===== config.mk =====
export PLATFORM = sky130hd
export DESIGN_NAME = id_stage_pipe
export DESIGN_NICKNAME = d
export VERILOG_FILES = /design/src/rtl/id_stage_pipe.sv
export SDC_FILE = /design/constraint.sdc
export NUM_CORES = 2
export LEC_CHECK = 0
export BUFFER_PORTS_ARGS = -buffer_cell sky130_fd_sc_hd__buf_2
export CAP_MARGIN = 30
export CORE_MARGIN = 5
export CORE_UTILIZATION = 65
export DETAILED_ROUTE_END_ITERATION = 16
export PLACE_DENSITY = 0.83
export SLEW_MARGIN = 20
export SYNTH_ARGS = -nofsm -noshare
export SYNTH_HDL_FRONTEND = slang
export SYNTH_SLANG_ARGS = --single-unit

===== constraint.sdc =====
create_clock -name clk -period 17.7 [get_ports clk]
set_clock_uncertainty 0.1 [all_clocks]
set_input_delay 4.425 -clock clk [delete_from_list [all_inputs] [get_ports clk]]
set_output_delay 4.425 -clock clk [all_outputs]
set_load 0.01 [all_outputs]

===== src/rtl/id_stage_pipe.sv =====
`default_nettype none
// +----------------------------------------------------------------------------+
// | id_stage_pipe : decode stage with register file, branch resolve, hazard    |
// |                 detection, ID/EX register and saturating stall counter     |
// | Revision      : 1.0                                                        |
// +----------------------------------------------------------------------------+
module id_stage_pipe #(
  parameter int DATA_W = 32,
  parameter int AW     = 5,
  parameter int CTRL_W = 16
) (
  input  logic              clk,
  input  logic              rst,
  input  logic              instr_valid,
  input  logic [AW-1:0]     rs_addr,
  input  logic [AW-1:0]     rt_addr,
  input  logic              use_rs,
  input  logic              use_rt,
  input  logic [AW-1:0]     dst_addr,
  input  logic [15:0]       imm16,
  input  logic [CTRL_W-1:0] ctrl_in,
  input  logic              reg_we_in,
  input  logic              mem_read_in,
  input  logic [2:0]        br_mode,
  input  logic              m_we,
  input  logic              m_mem_read,
  input  logic [AW-1:0]     m_dst,
  input  logic [DATA_W-1:0] m_data,
  input  logic              w_we,
  input  logic [AW-1:0]     w_dst,
  input  logic [DATA_W-1:0] w_data,
  input  logic              hold,
  output logic              stall,
  output logic              branch_taken,
  output logic              flush_if,
  output logic              ex_valid,
  output logic              ex_we,
  output logic              ex_mem_read,
  output logic [CTRL_W-1:0] ex_ctrl,
  output logic [DATA_W-1:0] ex_rs_data,
  output logic [DATA_W-1:0] ex_rt_data,
  output logic [AW-1:0]     ex_rs,
  output logic [AW-1:0]     ex_rt,
  output logic [AW-1:0]     ex_dst,
  output logic [15:0]       ex_imm,
  output logic [15:0]       stall_count
);

  localparam int c_numRegs = 2 ** AW;

  logic [DATA_W-1:0] r_regFile [c_numRegs];

  logic              r_exValid, r_exWe, r_exMemRead;
  logic [CTRL_W-1:0] r_exCtrl;
  logic [DATA_W-1:0] r_exRsData, r_exRtData;
  logic [AW-1:0]     r_exRs, r_exRt, r_exDst;
  logic [15:0]       r_exImm;
  logic [15:0]       r_stallCount;

  logic [DATA_W-1:0] w_rsRf, w_rtRf, w_rsOp, w_rtOp;
  logic              w_mAluFwd, w_isBranch, w_cond;
  logic              w_exHit, w_mHit, w_loadUse, w_brOnEx, w_brOnLoad, w_haz;

  // Entry 0 is never written; reads of address 0 are forced to zero below.
  always_ff @(posedge clk or negedge rst) begin
    if (!rst) begin
      for (int i = 0; i < c_numRegs; i++) r_regFile[i] <= '0;
    end else if (w_we && (w_dst != '0)) begin
      r_regFile[w_dst] <= w_data;
    end
  end

  assign w_rsRf = (rs_addr == '0) ? '0 :
                  (w_we && (w_dst == rs_addr)) ? w_data : r_regFile[rs_addr];
  assign w_rtRf = (rt_addr == '0) ? '0 :
                  (w_we && (w_dst == rt_addr)) ? w_data : r_regFile[rt_addr];

  // Only ALU results can be forwarded from M; a load there is still in flight.
  assign w_mAluFwd = m_we && !m_mem_read && (m_dst != '0);
  assign w_rsOp    = (w_mAluFwd && (m_dst == rs_addr)) ? m_data : w_rsRf;
  assign w_rtOp    = (w_mAluFwd && (m_dst == rt_addr)) ? m_data : w_rtRf;

  always_comb begin
    w_isBranch = 1'b1;
    w_cond     = 1'b0;
    case (br_mode)
      3'd1:    w_cond = (w_rsOp == w_rtOp);
      3'd2:    w_cond = (w_rsOp != w_rtOp);
      3'd3:    w_cond = w_rsOp[DATA_W-1] || (w_rsOp == '0);
      3'd4:    w_cond = !w_rsOp[DATA_W-1] && (w_rsOp != '0);
      3'd5:    w_cond = w_rsOp[DATA_W-1];
      3'd6:    w_cond = !w_rsOp[DATA_W-1];
      default: w_isBranch = 1'b0;
    endcase
  end

  assign w_exHit = (r_exDst != '0) &&
                   ((use_rs && (r_exDst == rs_addr)) || (use_rt && (r_exDst == rt_addr)));
  assign w_mHit  = (m_dst != '0) &&
                   ((use_rs && (m_dst == rs_addr)) || (use_rt && (m_dst == rt_addr)));

  assign w_loadUse  = r_exValid && r_exMemRead && w_exHit;
  assign w_brOnEx   = w_isBranch && r_exValid && r_exWe && w_exHit;
  assign w_brOnLoad = w_isBranch && m_we && m_mem_read && w_mHit;
  assign w_haz      = instr_valid && (w_loadUse || w_brOnEx || w_brOnLoad);

  assign stall        = w_haz || hold;
  assign branch_taken = instr_valid && w_cond && !stall;
  assign flush_if     = branch_taken;

  always_ff @(posedge clk or negedge rst) begin
    if (!rst) begin
      r_exValid   <= 1'b0;
      r_exWe      <= 1'b0;
      r_exMemRead <= 1'b0;
      r_exCtrl    <= '0;
      r_exRsData  <= '0;
      r_exRtData  <= '0;
      r_exRs      <= '0;
      r_exRt      <= '0;
      r_exDst     <= '0;
      r_exImm     <= '0;
    end else if (!hold) begin
      if (w_haz) begin
        r_exValid   <= 1'b0;
        r_exWe      <= 1'b0;
        r_exMemRead <= 1'b0;
        r_exCtrl    <= '0;
      end else begin
        r_exValid   <= instr_valid;
        r_exWe      <= instr_valid && reg_we_in;
        r_exMemRead <= instr_valid && mem_read_in;
        r_exCtrl    <= ctrl_in;
        r_exRsData  <= w_rsRf;
        r_exRtData  <= w_rtRf;
        r_exRs      <= rs_addr;
        r_exRt      <= rt_addr;
        r_exDst     <= dst_addr;
        r_exImm     <= imm16;
      end
    end
  end

  always_ff @(posedge clk or negedge rst) begin
    if (!rst) begin
      r_stallCount <= '0;
    end else if (w_haz && !hold && (r_stallCount != 16'hFFFF)) begin
      r_stallCount <= r_stallCount + 16'd1;
    end
  end

  assign ex_valid    = r_exValid;
  assign ex_we       = r_exWe;
  assign ex_mem_read = r_exMemRead;
  assign ex_ctrl     = r_exCtrl;
  assign ex_rs_data  = r_exRsData;
  assign ex_rt_data  = r_exRtData;
  assign ex_rs       = r_exRs;
  assign ex_rt       = r_exRt;
  assign ex_dst      = r_exDst;
  assign ex_imm      = r_exImm;
  assign stall_count = r_stallCount;

endmodule
`default_nettype wire


[Word-level counts from Yosys, hierarchy flattened]
Cells that the tools add are included.
Operators by class
  $lt $le $gt $ge: 4
  equality and inequality tests: 15
  muxes and demuxes: 21
  bitwise logic cells: 5
  add/sub/neg operators: 1
  reductions and logical operators: 49
Operators by type and width (number)
  1024-bit bitwise mux: 1
  32-bit two-way mux: 11
  32-bit binary-select mux with 5-bit select: 2
  32-bit demux with 5-bit select: 1
  32-bit equality test: 1
  32-bit logical NOT: 1
  32-bit inequality test: 1
  32-bit nonzero test: 1
  5-bit equality test: 6
  1-bit logical AND: 30
  6-bit greater-or-equal comparator (second input constant): 3
  5-bit NOT with 6-bit output: 3
  16-bit by 1-bit adder with 16-bit output (second input constant): 1
  16-bit two-way mux: 1
  16-bit inequality test (second input constant): 1
  5-bit nonzero test: 3
  5-bit logical NOT: 2
  3-bit equality test (second input constant): 3
  3-bit by 2-bit equality test with 1-bit output (second input constant): 2
  1-bit logical OR: 6
  6-bit by 1-bit < comparator with 1-bit output (second input constant): 1
  1-bit case mux with 6 select lines: 1
  6-bit OR reduction: 1
  1-bit logical NOT: 4
  other kinds (4): 8
Word-level totals
  input port bits: 135
  flip-flop bits (word level): 1154
  output and inout bits: 133
  word-level logic and storage cells: 138

[Longest topological paths before layout]
  depth in word-level cells: 12
  mapped depth: 20
  depth with buffers taken out: 12

[Worst setup path before layout]
OpenSTA, ideal clock, no wires.
  path kind: input to output
  from: in rs_addr[1]
  to: out flush_if
  slack: 5.382 ns
  path buffers: 5
  stages: 15
  arrival time: 7.793 ns
  data required time: 13.175 ns
  cells stage by stage: buf_2 > buf_2 > buf_2 > clkbuf_1 > mux4_2 > a221oi_1 > o21ai_1 > a22oi_2 > a2bb2oi_1 > nand3_1 > or4_1 > nand4_1 > o311ai_1 > or3_1 > buf_4
Between the ends
  word-level cells in the longest chain between the ends: 12
  elaborated cells between the ends (all ways): 37
  those cells by class: eq/ne: 5; mux: 7; bitwise: 1; reduce/logical: 24
Ends and longest elaborated chain
  start: declaration: RTL line 15  | input logic [AW-1:0] rs_addr,
  5-bit NOT with 6-bit output (not written as such): RTL line 74  | (w_we && (w_dst == rs_addr)) ? w_data : r_regFile[rs_addr];
  32-bit binary-select mux with 5-bit select: RTL line 74
  32-bit two-way mux (not written as such) (2 in a row): RTL line 74
  32-bit two-way mux: RTL line 74
  32-bit two-way mux: RTL line 73  | assign w_rsRf = (rs_addr == '0) ? '0 :
  32-bit two-way mux: RTL line 80  | assign w_rsOp = (w_mAluFwd && (m_dst == rs_addr)) ? m_data : w_rsRf;
  32-bit nonzero test (tied with other cells): RTL line 90  | 3'd4: w_cond = !w_rsOp[DATA_W-1] && (w_rsOp != '0);
  1-bit logical AND / 1-bit logical OR (equally long branches): RTL line 90, 89
  1-bit case mux with 6 select lines: RTL line 86  | case (br_mode)
  1-bit logical AND: RTL line 108  | assign branch_taken = instr_valid && w_cond && !stall;
  1-bit logical AND (*): RTL line 108
  end: declaration: RTL line 35  | output logic flush_if,
Mark *: on every way between the ends. The rest lies on a longest branch, timed or not. The select of a mux whose other input is x is not followed.

[Worst setup path after layout]
  from: in rs_addr[4]
  to: out branch_taken
Between the ends
  word-level cells in the longest chain between the ends: 12
  elaborated cells between the ends (all ways): 37
  those cells by class: eq/ne: 5; mux: 7; bitwise: 1; reduce/logical: 24
Ends and longest elaborated chain
  5-bit NOT with 6-bit output (not written as such): RTL line 74
  32-bit binary-select mux with 5-bit select: RTL line 74
  32-bit two-way mux (not written as such) (2 in a row): RTL line 74
  32-bit two-way mux: RTL line 74
  32-bit two-way mux: RTL line 73
  32-bit two-way mux: RTL line 80
  32-bit nonzero test (tied with other cells): RTL line 90
  1-bit logical AND / 1-bit logical OR (equally long branches): RTL line 90, 89
  1-bit case mux with 6 select lines: RTL line 86
  1-bit logical AND: RTL line 108
  1-bit logical AND (*): RTL line 108
  end: declaration: RTL line 34  | output logic branch_taken,
Marks and branches as above.

==> impl_metrics.py <==
metrics = {
    "worst_setup_path": {
        "path_max_fanout": 90,
        "r2r_cells": 11,
        "worst_path_max_delay_cell": "nor2_2",
        "r2r_slack_ps": 14350,
        "crit_chain": "buf_4 -> buf_12 -> xnor2_1 -> nand4_1 -> nor2_2 -> buf_4 -> a311o_1 -> o22ai_1 -> o2bb2a_1 -> xnor2_1 -> a2111oi_0 -> nand4_1 -> nor4_1 -> a2111oi_0 -> or3_1 -> buf_2",
        "crit_type": "input pin to primary output",
        "rr_startpoint": "ex_dst[4]$_DFFE_PN0P_",
        "worstPathArrival_ps": 10620,
        "end_kind": "primary output",
        "max_stage_delay_ps": 1040,
        "r2r-end": "stall_count[15]$_DFFE_PN0P_",
        "cp-start-kind": "input pin",
        "required_ps": 13180,
    },
    "timing": {
        "rsz0062_at_grt": "false",
        "fmax_ghz": 0.0660,
        "drv_slew": 0,
        "maxSlewHeadroom_pct": 19.9,
        "tns_ps": 0,
        "fin_crit_sh_pct": 85.6,
        "finalSetupViolCount": 0,
        "worstMarginPinSlew_ps": 1200,
        "finalHoldViolCount": 0,
        "min_period_ps": 15140,
    },
    "power": {
        "p_leak_nw": 30.3,
        "sw_frac_of_total_pct": 29.6,
        "clockPowerShare_pct": 33.6,
        "ir_drop_uv": 90.0,
        "combPwrFrac_pct": 21.6,
        "power.density_nw_per_um2": 115,
        "p_switching_mw": 2.33,
        "p_int_mw": 5.54,
        "power_frac_seq_pct": 44.8,
    },
    "min_path": {
        "min_path_cells": 0,
        "hold_class": "flop to flop",
        "hp-start": "r_regFile[992]$_DFFE_PN0P_",
        "min_to": "r_regFile[992]$_DFFE_PN0P_",
    },
    "global_routing": {
        "antenna_found_initial": 25,
        "grt_overflow": 0,
        "grt_pass1_vias": 47000,
        "track_usage_pct": 43.6,
        "grt_pass1_wl_um": 328000,
        "grt_start_max_net_pins": 179,
    },
    "floorplan": {
        "dieHeight_um": 319,
        "die_w_um": 319,
        "num_rows": 113,
        "start_util_pct": 65.5,
        "core_region_area_um2": 95000,
        "die-area_um2": 102000,
        "io_pins": 268,
    },
    "clocking": {
        "clkSinkCount": 1154,
        "clkTransAtPathRegs_ps": 60,
        "cts_root_buf": "clkbuf_16",
        "cts_resized": 0,
        "cts_tree": "done",
        "numCtsBuffers": 116,
        "postCtsSetupRepairBufs": 0,
        "htreeDepth": 3,
        "hold_buffers": 0,
        "clkLatencyLatePin_ps": 740,
        "clock_path_buffers": 3,
    },
    "yosys": {
        "syn_area_per_cell_um2": 13.2,
        "ys_warn_count": 0,
        "ys_types": 86,
        "syn_nets": 4839,
        "synth-edff-count": 0,
        "synth_top_flop_cell": "dfrtp_1",
        "synth-seq-cells": 1154,
        "synthCells": 4703,
        "ys_seq_area_share_pct": 46.4,
        "async_flop_share_pct": 100,
        "syn_area_um2": 62200,
    },
    "drt": {
        "vias_per_cell": 7.71,
        "via_count": 47100,
        "drc": 0,
        "dr.pass1.iters": 9,
        "first_iter_violations": 7311,
        "wl_per_cell_um": 36.7,
        "drt-total-wl_um": 225000,
        "drtAntennaViolNets": 0,
    },
    "place": {
        "io_buffers": 267,
        "placed_cells": 5879,
        "gp_congestion": 0.995,
        "dp_hpwl_um": 142000,
    },
    "cells_and_area": {
        "area_growth_pct": 9.82,
        "fin_cells": 6115,
        "post-route-util_pct": 71.9,
        "fin_nets": 4876,
        "drive_above_1_share_pct": 41.9,
    },
    "flow_run": {
        "cap_violations": 0,
    },
    "run_status": {
        "run_status": "completed",
    },
}
[worst max-delay path by stage]
stage                           from      endpoint  slack (ps)  cells after the start
after global routing      rs_addr[4]  branch_taken        2640                     16
final                     rs_addr[4]  branch_taken        2560                     16
after global placement    rs_addr[4]      flush_if        2970                     16
after detailed placement  rs_addr[4]  branch_taken        3030                     16
after CTS                 rs_addr[4]  branch_taken        2990                     16
after floorplan           rs_addr[1]      flush_if        5380                     15
[cell usage after synthesis, types with 38 or more instances]
library cell  instances  area (um^2)
clkbuf_1            304         1140
a21oi_1              63          315
nor2_1              113          424
mux2i_1             222         2220
nand3_1              59          295
buf_4                41          308
dfrtp_1            1154        28900
o22ai_1              79          494
nand2_1             429         1610
buf_2                67          335
mux4_2              434         9770
o21ai_0             144          721
a22oi_1              81          608
mux2_2              933        10500
xnor2_1              38          333
[metrics by stage]
stage / instance area (um^2) / power (mW) / worst slack, ps / hold WS [ps]
after CTS: 68100 / 7.79 / 2990 / 298
after global routing: 68300 / 8.10 / 2640 / 301
after floorplan: 62200 / 4.57 / 5380 / 341
after global placement: 64000 / 5.08 / 2970 / 278
after detailed placement: 64100 / 5.17 / 3030 / 284
final: 68300 / 7.87 / 2560 / 299
[cells in the final DEF (no fill, tap or decap), drive strengths merged, types with 24 or more instances in the layout]
cell type and count:
xnor2 38, mux2i 222, a22o 26, a221oi 25
mux4 438, clkinv 26, a22oi 82, a21oi 64
nor2 113, o31ai 24, nand2 429, mux2 933
o21ai 149, xor2 28, dfrtp 1154, buf 387
nor4 24, clkbuf 164, o22ai 81, nor3 34
inv 29, nand3 59
[power by group through the flow]
stage	Combinational, mW	Sequential (mW)	Clock [mW]
2_1_floorplan	1.16	3.40	0
3_3_place_gp	1.59	3.50	0
3_5_place_dp	1.63	3.53	0
4_1_cts	1.65	3.49	2.64
5_1_grt	1.79	3.56	2.76
6_report	1.70	3.53	2.65
[state kept, by name, summed over array words and instances (netlist names)]
| signal | cells |
|---|---|
| ex_ctrl | 16 |
| ex_dst | 5 |
| ex_imm | 16 |
| ex_mem_read | 1 |
| ex_rs | 5 |
| ex_rs_data | 32 |
| ex_rt | 5 |
| ex_rt_data | 32 |
| ex_valid | 1 |
| ex_we | 1 |
| r_regFile | 1024 |
| stall_count | 16 |
[kinds of logic after synthesis]
group	Yosys count	share of synthesized area [%]
multiplexers	1593	36.3
AND/OR/NAND/NOR	812	6.00
XOR/XNOR	66	0.929
AO/OA/AOI/OAI	582	6.33
adder cells (fa/ha/maj)	1	0.0201
flip-flops	1154	46.4
buffers and inverters	495	3.96
[area by class of cell]
type,instances,area [um^2]
Multi-Input combinational cell,3054,31100
Sequential cell,1154,28900
Fill cell,6061,26700
Clock buffer,161,3350
Timing Repair Buffer,390,2560
Tap cell,1265,1580
Clock inverter,50,714
Inverter,24,92.6
Antenna cell,17,42.5
[critical path, delay by kind of cell]
kind | cells | cell delay [ps]
AO/OA/AOI/OAI | 5 | 1510
XOR/XNOR | 2 | 340
buffers and inverters | 4 | 1630
AND/OR/NAND/NOR | 5 | 2570
[per-layer routing]
layer / up-vias / track usage (%) / part of all wire (%)
li1: 17900 / - / -
met3: 1167 / 18.8 / 16
met4: 16 / 28.5 / 8.2
met1: 23700 / 55.8 / 33
met2: 4364 / 61.0 / 42
met5: - / 0.324 / 0.048
No activity file was read; power rests on OpenSTA's default activity.
